## src/rtl/mips_multicycle_control.sv

```systemverilog
// Multicycle MIPS main control: sequences fetch/decode/execute/memory/writeback
// one instruction at a time and counts retired instructions.
module mips_multicycle_control (
   input  logic        clk,
   input  logic        rst_n,
   input  logic [5:0]  opcode,
   input  logic        zero,
   input  logic        mem_ready,
   output logic [2:0]  alu_op,
   output logic        pc_write,
   output logic        ir_write,
   output logic        mem_read,
   output logic        mem_write,
   output logic        i_or_d,
   output logic        alu_src_a,
   output logic [1:0]  alu_src_b,
   output logic [1:0]  pc_source,
   output logic        reg_write,
   output logic        reg_dst,
   output logic        mem_to_reg,
   output logic        illegal,
   output logic [15:0] instr_count,
   output logic [3:0]  state
);

   typedef enum logic [3:0] {
      S_RESET     = 4'd0,
      S_FETCH     = 4'd1,
      S_DECODE    = 4'd2,
      S_MEM_ADDR  = 4'd3,
      S_MEM_READ  = 4'd4,
      S_MEM_WB    = 4'd5,
      S_MEM_WRITE = 4'd6,
      S_R_EXEC    = 4'd7,
      S_R_WB      = 4'd8,
      S_BRANCH    = 4'd9,
      S_JUMP      = 4'd10,
      S_I_EXEC    = 4'd11,
      S_I_WB      = 4'd12
   } state_e;

   localparam logic [5:0] OP_RTYPE = 6'b000000;
   localparam logic [5:0] OP_LW    = 6'b100011;
   localparam logic [5:0] OP_SW    = 6'b101011;
   localparam logic [5:0] OP_BEQ   = 6'b000100;
   localparam logic [5:0] OP_BNE   = 6'b000101;
   localparam logic [5:0] OP_J     = 6'b000010;
   localparam logic [5:0] OP_ADDI  = 6'b001000;
   localparam logic [5:0] OP_ANDI  = 6'b001100;
   localparam logic [5:0] OP_ORI   = 6'b001101;
   localparam logic [5:0] OP_SLTI  = 6'b001010;

   state_e      state_q, state_d;
   logic [5:0]  op_q;
   logic [15:0] instr_cnt_q;
   logic        retire_s;

   // Next-state selection; DECODE dispatches on the live opcode.
   always_comb begin
      state_d = S_FETCH;
      case (state_q)
         S_RESET:     state_d = S_FETCH;
         S_FETCH:     state_d = mem_ready ? S_DECODE : S_FETCH;
         S_DECODE: begin
            case (opcode)
               OP_RTYPE:                         state_d = S_R_EXEC;
               OP_LW, OP_SW:                     state_d = S_MEM_ADDR;
               OP_BEQ, OP_BNE:                   state_d = S_BRANCH;
               OP_J:                             state_d = S_JUMP;
               OP_ADDI, OP_ANDI, OP_ORI, OP_SLTI: state_d = S_I_EXEC;
               default:                          state_d = S_FETCH;
            endcase
         end
         S_MEM_ADDR:  state_d = (op_q == OP_LW) ? S_MEM_READ : S_MEM_WRITE;
         S_MEM_READ:  state_d = mem_ready ? S_MEM_WB : S_MEM_READ;
         S_MEM_WB:    state_d = S_FETCH;
         S_MEM_WRITE: state_d = mem_ready ? S_FETCH : S_MEM_WRITE;
         S_R_EXEC:    state_d = S_R_WB;
         S_R_WB:      state_d = S_FETCH;
         S_BRANCH:    state_d = S_FETCH;
         S_JUMP:      state_d = S_FETCH;
         S_I_EXEC:    state_d = S_I_WB;
         S_I_WB:      state_d = S_FETCH;
         default:     state_d = S_FETCH;
      endcase
   end

   // An instruction retires on the edge that returns it to FETCH.
   always_comb begin
      retire_s = 1'b0;
      case (state_q)
         S_MEM_WB, S_R_WB, S_BRANCH, S_JUMP, S_I_WB: retire_s = 1'b1;
         S_MEM_WRITE:                                retire_s = mem_ready;
         default:                                    retire_s = 1'b0;
      endcase
   end

   // State, latched opcode and retired-instruction counter.
   always_ff @(posedge clk or negedge rst_n) begin
      if (!rst_n) begin
         state_q     <= S_RESET;
         op_q        <= 6'd0;
         instr_cnt_q <= 16'd0;
      end else begin
         state_q <= state_d;
         if (state_q == S_DECODE) begin
            op_q <= opcode;
         end
         if (retire_s) begin
            instr_cnt_q <= instr_cnt_q + 16'd1;
         end
      end
   end

   // Moore output decode; pc_write/ir_write additionally gate on mem_ready/zero.
   always_comb begin
      alu_op     = 3'b011;
      pc_write   = 1'b0;
      ir_write   = 1'b0;
      mem_read   = 1'b0;
      mem_write  = 1'b0;
      i_or_d     = 1'b0;
      alu_src_a  = 1'b0;
      alu_src_b  = 2'b00;
      pc_source  = 2'b00;
      reg_write  = 1'b0;
      reg_dst    = 1'b0;
      mem_to_reg = 1'b0;
      illegal    = 1'b0;
      case (state_q)
         S_FETCH: begin
            mem_read  = 1'b1;
            alu_src_b = 2'b01;
            ir_write  = mem_ready;
            pc_write  = mem_ready;
         end
         S_DECODE: begin
            alu_src_b = 2'b11;
            case (opcode)
               OP_RTYPE, OP_LW, OP_SW, OP_BEQ, OP_BNE, OP_J,
               OP_ADDI, OP_ANDI, OP_ORI, OP_SLTI: illegal = 1'b0;
               default:                           illegal = 1'b1;
            endcase
         end
         S_MEM_ADDR: begin
            alu_src_a = 1'b1;
            alu_src_b = 2'b10;
         end
         S_MEM_READ: begin
            mem_read = 1'b1;
            i_or_d   = 1'b1;
         end
         S_MEM_WB: begin
            reg_write  = 1'b1;
            mem_to_reg = 1'b1;
         end
         S_MEM_WRITE: begin
            mem_write = 1'b1;
            i_or_d    = 1'b1;
         end
         S_R_EXEC: begin
            alu_src_a = 1'b1;
            alu_op    = 3'b111;
         end
         S_R_WB: begin
            reg_write = 1'b1;
            reg_dst   = 1'b1;
         end
         S_BRANCH: begin
            alu_src_a = 1'b1;
            alu_op    = 3'b100;
            pc_source = 2'b01;
            pc_write  = (op_q == OP_BEQ) ? zero : ~zero;
         end
         S_JUMP: begin
            pc_source = 2'b10;
            pc_write  = 1'b1;
         end
         S_I_EXEC: begin
            alu_src_a = 1'b1;
            alu_src_b = 2'b10;
            case (op_q)
               OP_ANDI: alu_op = 3'b000;
               OP_ORI:  alu_op = 3'b001;
               OP_SLTI: alu_op = 3'b101;
               default: alu_op = 3'b011;
            endcase
         end
         S_I_WB: begin
            reg_write = 1'b1;
         end
         default: begin
            alu_op = 3'b011;
         end
      endcase
   end

   assign instr_count = instr_cnt_q;
   assign state       = state_q;

endmodule

```

## config.mk

```make
export PLATFORM = sky130hd
export DESIGN_NAME = mips_multicycle_control
export DESIGN_NICKNAME = d
export VERILOG_FILES = /design/src/rtl/mips_multicycle_control.sv
export SDC_FILE = /design/constraint.sdc
export NUM_CORES = 1
export LEC_CHECK = 0
export CAP_MARGIN = 5
export CORE_MARGIN = 10
export CORE_UTILIZATION = 35
export CTS_CLUSTER_DIAMETER = 80
export DETAILED_ROUTE_END_ITERATION = 10
export GPL_ROUTABILITY_DRIVEN = 0
export PLACE_DENSITY = 0.59
export SLEW_MARGIN = 0
export SYNTH_ARGS = -nofsm -noshare
export SYNTH_HDL_FRONTEND = slang
export SYNTH_SLANG_ARGS = --single-unit
```

## constraint.sdc

```tcl
create_clock -name clk -period 4.6 [get_ports clk]
set_input_delay 0.92 -clock clk [delete_from_list [all_inputs] [get_ports clk]]
set_output_delay 0.92 -clock clk [all_outputs]
set_load 0.1 [all_outputs]
```

# Yosys cells after proc, flatten, opt, wreduce, memory -nomap -nowiden
# Cells that the tools add are included.
dict set report totals {
  input_bits 10
  ff_bits 26
  output_inout_bits 37
  word_cells 65
}
dict set report classes {
  eq_ne 26
  bitwise 1
  reduce_logical 11
  mux 23
  n_addsub 1
}
# cell count
set op_table {}
lappend op_table {{6-bit by 4-bit equality test with 1-bit output, second input constant} 7}
lappend op_table {{4-bit case mux with 7 select lines} 1}
lappend op_table {{4-bit equality test, second input constant} 5}
lappend op_table {{4-bit case mux with 5 select lines} 1}
lappend op_table {{6-bit by 3-bit equality test with 1-bit output, second input constant} 3}
lappend op_table {{6-bit equality test, second input constant} 3}
lappend op_table {{3-bit case mux with 3 select lines} 2}
lappend op_table {{16-bit by 1-bit adder with 16-bit output, second input constant} 1}
lappend op_table {{4-bit by 3-bit equality test with 1-bit output, second input constant} 4}
lappend op_table {{1-bit 2-to-1 mux} 12}
lappend op_table {{10-bit OR reduction} 1}
lappend op_table {{2-bit OR reduction} 5}
lappend op_table {{4-bit by 2-bit equality test with 1-bit output, second input constant} 2}
lappend op_table {{4-bit OR reduction} 2}
lappend op_table {{6-bit by 2-bit equality test with 1-bit output, second input constant} 1}
lappend op_table {{6-bit logical NOT} 1}
lappend op_table {{2-bit case mux with 3 select lines} 1}
lappend op_table {{5-bit OR reduction} 1}
lappend op_table {{4-bit by 1-bit equality test with 1-bit output, second input constant} 1}
lappend op_table {{2-bit 2-to-1 mux} 2}
lappend op_table {{2-bit case mux with 2 select lines} 1}
lappend op_table {{3-bit 2-to-1 mux} 1}
lappend op_table {{1-bit case mux with 3 select lines} 1}
lappend op_table {{3-bit OR reduction} 1}
lappend op_table {{2 further kinds} 2}

# Logic depth before layout (Yosys ltp)
# Gate-level depths: netlist (run 1).
dict set report logic_depth {
  ltp_word 4
  depth_mapped 6
  ltp_nobuf 5
}

# Worst setup path after synthesis (run 1)
# No wires, ideal clock.
dict set report synth_path {
  path_kind {register to output}
  startpoint {register state_q[1] (netlist: state[1])}
  endpoint {output port pc_write}
  setup_slack_ps -264
  arrival_time_ps 3944
  path_stages_with_launch 4
  required_time_ps 3680
  n_path_buf 1
  cell_sequence {dfrtp_1 buf_2 nand2b_1 a311oi_1}
}
dict set report synth_between {
  elab_chain_len 2
  word_cells_on_any_way 4
  classes_between {eq/ne (3); mux (1)}
}
# item line
set synth_rtl {}
lappend synth_rtl {{start, declared} 53} ;# state_e state_q, state_d;
lappend synth_rtl {{start signal, assigned} 105} ;# state_q <= state_d;
lappend synth_rtl {{4-bit equality test or 4-bit by 1-bit equality test with 1-bit output (tied branches)} 130} ;# case (state_q)
lappend synth_rtl {{1-bit case mux with 3 select lines *} 130}
lappend synth_rtl {{end, declared} 10} ;# output logic pc_write,
# Every way passes the cells marked *; elsewhere a longest branch is shown, timed or not.

# Final worst setup path (run 1)
dict set report layout_path {
  startpoint {register state_q[1] (netlist: state[1])}
  endpoint {output port pc_source[1]}
}
dict set report layout_between {
  elab_chain_len 2
  word_cells_on_any_way 3
  classes_between {eq/ne (2); mux (1)}
}
# item line
set layout_rtl {}
lappend layout_rtl {{4-bit equality test} 130}
lappend layout_rtl {{2-bit case mux with 2 select lines *} 130}
lappend layout_rtl {{end, declared} 17} ;# output logic [1:0] pc_source,
# Marks and branches as above.

==> results.ini, run 1 <==
[status]
outcome = complete, no violations

[final_layout]
layout_commonest_cell = clkdlybuf4s50_1
final_net_count = 234
synthToLayoutAreaGrowth_pct = 34.3
drive_gt1_share_pct = 11.3
final_cells = 274
n_fill_cell = 425
layout_common_cells = clkdlybuf4s50_1 (39), dfrtp_1 (26), nor2_1 (23), xor2_1 (14)
antenna_cells = 0

[place]
dp.cells = 269
dp_hpwl_um = 3340
io_buffers = 46

[routing]
firstDrtPassIters = 4
wl_um = 4440
dr_total_vias = 1511
ant_nets = 0
drt-wirelength-per-cell_um = 16.2
drcViolationCount = 0
drtIter0Drc = 188
routed_via_density = 5.51

[global_route]
grt_pass1_vias = 1414
grtUsageMet1_pct = 14.2
grt_antenna_before_repair = 0
use_met3_pct = 2.67
grt-busiest-layer = met2
grt.met2_usage_pct = 18.8
grt_pass1_wl_um = 7130
grt_overflow_total = 0
grt_max_degree = 27
grt_use_total_pct = 11.3

[worst_hold_path]
hp-class = reg -> reg

[logic_synthesis]
yosys.area.top_type = dfrtp_1
synth.distinct_cells = 48
postSynthAreaPerCell_um2 = 9.01
synth_area_leaders = dfrtp_1 (40%), xor2_1 (7.5%), nor2_1 (5.3%)
ys_seq_elements = 26
seq_area_frac_synth_pct = 39.9
yosysWarnings = 0
synth_nets = 192
synth_ff_type = dfrtp_1
ys_async_sr_fraction_pct = 100
syn_inst = 181
yosysTopAreaCellShare_pct = 39.9
syn-cell-area_um2 = 1630
synth_edf_count = 0

[clocking]
cts_buffers = 3
tritoncts = yes
clk_pin_slew_worst_paths_ps = 100
cts-resized-gates = 0
postCtsSetupBuffers = 0
htreeDepth = 1
cts_root_buf = clkbuf_8
clk_latency_ps = 270
clk_path_buf_depth = 2
clock_sinks = 26
hold_buffers = 0

[power]
pwr_density_cell_nw_per_um2 = 788
power_leakage_nw = 0.927
vdd_drop_max_mv = 0.437

[die]
die_x_um = 88.3
fp.dieH_um = 88.3
io_pins = 47
rows = 24
core_um2 = 4440
die_area_um2 = 7790
start_util_pct = 36.7

[setup_path]
critical_path_arrival_ps = 2710
worstPathRequired_ps = 3680
crit_type = reg -> out
critPathMaxFanout = 23
crit_path_start_kind = flop
crit_path_end_kind = primary output

[timing]
fin_setup_tns_ps = 0
min_period_ps = 3630
drv_slew = 0
finalHoldViolations = 0
rsz0062_at_grt = false
worst_slew_pin_slew_ps = 991
max_clock_freq_mhz = 275
holdWs_ps = 475
slew_headroom_pct = 33.7
post-route-period-util_pct = 79.0
skew_ps = 11.0
setup_violations = 0

[flow_run]
maxCapViolCount = 0

path summary, 6_finish.rpt:
kind,from,end,slack (ps),depth (start not counted)
max,state[1],pc_source[1],970,3
min,instr_count[15],instr_count[15],470,1
max reg2reg,state[1],op_q[4],2570,3
min reg2reg,instr_count[15],instr_count[15],470,1
max in group asynchronous,rst_n,op_q[0],3160,2
min in group asynchronous,rst_n,instr_count[10],970,1
Yosys cell counts (all sizes together), types with 2 or more instances:
library cell,n
dfrtp,26
nor2,24
xor2,14
nand2,12
nand3,12
nor3,9
a21oi,7
o21ai,7
buf,6
inv,6
mux2,6
nor4,6
nand4,5
nor2b,5
clkbuf,4
nand2b,3
a211o,2
a211oi,2
a2bb2oi,2
mux2i,2
o21a,2
or4,2
per-stage QoR:
stage | util (%) | setup slack [ps] | total power, mW | area [um^2]
after CTS | 48.7 | 955 | 1.73 | 2160
after global placement | 47.1 | 1340 | 1.53 | 2090
final | 49.3 | 966 | 1.73 | 2190
after floorplan | - | 20.3 | 1.31 | 1640
after global routing | 49.3 | 818 | 1.81 | 2190
after detailed placement | 47.1 | 1250 | 1.54 | 2090
cell families after synthesis:
family	count (synthesis)	share of synthesized area (%)
XOR/XNOR	15	8.05
AND/OR/NAND/NOR	83	27.5
adder cells (fa/ha/maj)	1	0.767
buffers and inverters	16	4.68
flip-flops	26	39.9
multiplexers	8	5.37
AO/OA/AOI/OAI	32	13.7
worst max-delay path, stage by stage, from the launching register on:
cell and delay (ps):
dfrtp_1 790, nand2b_1 320, nor2_1 190, clkdlybuf4s50_1 1160
report_power, final:
part	internal, mW	switching (mW)	total (mW)	leakage, nW
registers	0.290	0.140	0.430	0.338
logic	0.281	0.829	1.11	0.553
clock network	0.116	0.0714	0.188	0.0357
total	0.687	1.04	1.73	0.927
routing by layer:
| layer | share of wire, % | up-vias |
|---|---|---|
| met5 | 0 | - |
| met4 | 1.1 | 0 |
| met3 | 6.1 | 4 |
| met2 | 48 | 37 |
| met1 | 45 | 734 |
| li1 | - | 736 |
area by class of cell:
type                            count  area (um^2)  share of cell area (%)
Timing Repair Buffer               47          470                    21.5
Sequential cell                    26          651                    29.7
Clock buffer                        3         41.3                    1.88
Multi-Input combinational cell    139          911                    41.6
Inverter                            6         22.5                    1.03
Clock inverter                      1         30.0                    1.37
Tap cell                           52         65.1                    2.97
registers in the layout, summed over array words and instances, names as in the netlist:
| name | cells |
|---|---|
| op_q | 6 |
| instr_count | 16 |
| state | 4 |
(Power assumes the default switching activity.)
==> inputs of run 2 (changes only) <==
- clock period: 4.6 -> 3.5 ns (I/O delays scaled with it)
==> run 2 against run 1 <==
- critical path type unchanged
- highest routed layer unchanged
- global-route usage down 0.18 points
- via count down 1.7%
- setup slack worse by 270 ps
- die area unchanged
==> results.ini, run 2 (same netlist as run 1, synthesis figures left out) <==
[setup_path]
critical_path_arrival_ps = 2100
worstPathRequired_ps = 2800
critPathMaxFanout = 6
crit_type = reg -> out
crit_path_start_kind = flop
crit_path_end_kind = primary output

[final_layout]
synthToLayoutAreaGrowth_pct = 31.1
multi_input_comb_area_um2 = 937
drive_gt1_share_pct = 26.9
seq_area_um2 = 651
final_net_count = 236
layout_common_cells = buf_4 (35), dfrtp_1 (26), nor2_1 (20), xor2_1 (14)
n_fill_cell = 442
layout_commonest_cell = buf_4
largest_reg_flops = 16
antenna_cells = 0

[global_route]
grt_overflow_total = 0
grt_use_total_pct = 11.2
grt_max_degree = 27
grt_pass1_vias = 1421
grt_antenna_before_repair = 0
grt_pass1_wl_um = 7060

[clocking]
clk_path_buf_depth = 2
tritoncts = yes
clock_sinks = 26
postCtsSetupBuffers = 0
cts-resized-gates = 0
hold_buffers = 0
cts_root_buf = clkbuf_8
htreeDepth = 1
cts_buffers = 3
clk_pin_slew_worst_paths_ps = 80
clk_latency_ps = 270

[routing]
routed_via_density = 5.40
drcViolationCount = 0
drtIter0Drc = 136
ant_nets = 0
dr_total_vias = 1486
drt-wirelength-per-cell_um = 16.0
wl_um = 4410
firstDrtPassIters = 4

[timing]
drv_slew = 0
post-route-period-util_pct = 80.0
rsz0062_at_grt = false
skew_ps = 4.82
worst_slew_pin_slew_ps = 980
min_period_ps = 2800
finalHoldViolations = 0
slew_headroom_pct = 34.5
holdWs_ps = 488
setup_violations = 0
max_clock_freq_mhz = 357

[die]
start_util_pct = 36.7
rows = 24
io_pins = 47
die_area_um2 = 7790
die_x_um = 88.3
core_um2 = 4440
fp.dieH_um = 88.3

[flow_run]
maxCapViolCount = 0

[worst_hold_path]
hp-class = reg -> reg

[status]
outcome = complete, no violations

[place]
dp_hpwl_um = 3360
io_buffers = 46

run 2: worst paths after layout:
path                                 start         endpoint  slack, ps  cells past startpoint
max                                op_q[0]         pc_write        700                      5
min reg2reg                instr_count[15]  instr_count[15]        490                      1
max reg2reg                       state[2]  instr_count[14]       1570                      4
min in group asynchronous            rst_n  instr_count[10]        790                      2
max in group asynchronous            rst_n   instr_count[2]       2450                      2
min                        instr_count[15]  instr_count[15]        490                      1
run 2: critical path: stages (launching register included):
cell and delay, ps:
dfrtp_1 450, nor4_1 520, and4_1 250, nor2_1 50, a311oi_2 340, buf_12 220
run 2: layout make-up:
class                   instances  area share (%)
multi-input cells             139            43.8
flip-flops and latches         26            30.4
repair buffers                 49            19.8
well taps                      52            3.04
clock buffers                   3            1.93
inverters                       6            1.05
run 2: routing by layer:
layer	GRT usage [%]	wire length, um	vias up
li1	-	-	731
met1	14.8	1960	716
met2	17.1	2090	37
met3	4.32	348	2
met4	1.76	19	0
met5	0	0	-
run 2: per-stage QoR:
stage | setup TNS [ps] | worst slack, ps | utilization [%] | cells | cell area (um^2)
6_report | 0 | 699 | 48.1 | 275 | 2140
5_1_grt | 0 | 476 | 48.1 | 275 | 2140
4_1_cts | 0 | 687 | 48.1 | 275 | 2140
3_5_place_dp | 0 | 802 | 47.2 | 272 | 2100
3_3_place_gp | 0 | 834 | 47.2 | 272 | 2100
2_1_floorplan | -164 | -164 | - | 181 | 1660
Power of run 2 is not shown: default switching activity piles up to over one toggle a cycle in this logic, so the estimate is an artifact.
==> inputs of run 3 (changes only) <==
- clock period: 3.5 -> 2.8 ns (I/O delays scaled with it)
==> run 3 against run 2 <==
- sequential share of layout area fell by 1.9 points
- first-iteration DRC count fell by 6.6%
- sequential cell count did not move
- final area rose by 7.3%
- wire length rose by 1.1%
- setup slack got worse by 580 ps
- worst hold slack improved by 2.3 ps
- global-route usage rose by 0.39 points
- via count rose by 0.13%
- count of clock-buffer cells in the layout did not move
- critical path type unchanged
==> results.ini, run 3 (same netlist as run 1, synthesis figures left out) <==
[setup_path]
critPathMaxFanout = 6
crit_path_start_kind = flop
crit_path_end_kind = primary output
crit_buf_inv = 1
worstPathRequired_ps = 2240
crit_path_top_delay_cell = nor4_1
crit_type = reg -> out
critPathMaxStageDelay_ps = 520
critical_path.top_delay_family = simple AND/OR/NAND/NOR gates
critical_path_arrival_ps = 2120
path_cells = nor4_1, and4_1, nor2_1, a311oi_4, buf_12

[global_route]
grt_antenna_before_repair = 0
grt_max_degree = 27
grt_overflow_total = 0
grt_pass1_vias = 1469
grt_pass1_wl_um = 7360
grt_use_total_pct = 11.6

[timing]
setup_violations = 0
skew_ps = 1.68
post-route-period-util_pct = 95.6
finalHoldViolations = 0
holdWs_ps = 490
rsz0062_at_grt = false
min_period_ps = 2680
setup_ws_ps = 123
max_clock_freq_mhz = 374
worst_slew_pin_slew_ps = 515
slew_headroom_pct = 65.4
drv_slew = 0

[die]
start_util_pct = 36.7
core_um2 = 4440
die_x_um = 88.3
rows = 24
io_pins = 47
fp.dieH_um = 88.3
die_area_um2 = 7790

[place]
io_buffers = 46
place_ws_ps = 355
dp_hpwl_um = 3460

[final_layout]
final_util_pct = 51.7
final_net_count = 236
n_fill_cell = 420
layout_common_cells = buf_4 (32), dfrtp_1 (22), nor2_1 (15), xor2_1 (14)
antenna_cells = 0
layout_commonest_cell = buf_4
largest_reg_flops = 16
drive_gt1_share_pct = 33.0
synthToLayoutAreaGrowth_pct = 40.7

[clocking]
clk_latency_ps = 270
hold_buffers = 0
cts_buffers = 3
clock_sinks = 26
postCtsSetupBuffers = 0
clk_path_buf_depth = 2
htreeDepth = 1
tritoncts = yes
cts_root_buf = clkbuf_8
cts-resized-gates = 0
clk_pin_slew_worst_paths_ps = 90

[worst_hold_path]
hp-class = reg -> reg

[routing]
drcViolationCount = 0
dr_total_vias = 1488
routed_via_density = 5.39
firstDrtPassIters = 4
ant_nets = 0
wl_um = 4460
drt-wirelength-per-cell_um = 16.1
drtIter0Drc = 127

[status]
outcome = complete, no violations

[flow_run]
maxCapViolCount = 0

## run 3: changes by cell type in the layout (fill, tap and decap cells not counted), sizes merged
| cell | change |
|---|---|
| buf | +3 |
| bufinv | +1 |
| clkdlybuf4s50 | -3 |
## run 3: layout make-up
cell class	instances	area, um^2	share of cell area [%]
flip-flops and latches	26	656	28.6
inverters	6	22.5	0.981
multi-input cells	139	991	43.2
well taps	52	65.1	2.83
clock inverters	1	30.0	1.31
repair buffers	49	490	21.4
clock buffers	3	41.3	1.80
## run 3: worst paths after layout
kind                                 start              end  slack, ps  cells past startpoint
max in group asynchronous            rst_n         state[0]       1880                      2
min                        instr_count[15]  instr_count[15]        490                      1
min in group asynchronous            rst_n  instr_count[15]        650                      2
max                                op_q[0]         pc_write        120                      5
min reg2reg                instr_count[15]  instr_count[15]        490                      1
max reg2reg                       state[0]          op_q[1]        940                      4
## run 3: worst reg2reg max path: cells and delay by family (launching register included)
kind          cells  cell delay, ps
simple gates      2             660
buf+inv           1             200
flops             1             550
mux               1             340
## run 3: through the flow
| step | instance area, um^2 | std cells | TNS (ps) |
|---|---|---|---|
| after floorplan | 1720 | 181 | -277 |
| after global placement | 2220 | 272 | 0 |
| after detailed placement | 2220 | 272 | 0 |
| after CTS | 2300 | 276 | 0 |
| after global routing | 2300 | 276 | 0 |
| final | 2300 | 276 | 0 |
## run 3: layer usage
metal	GRT usage (%)	share of wire, %	vias up
met4	1.76	0.52	0
met3	3.49	5.7	5
met2	19.3	48	35
met5	0	0	-
met1	14.6	46	715
li1	-	-	733
Power of run 3 is left out for the same reason.
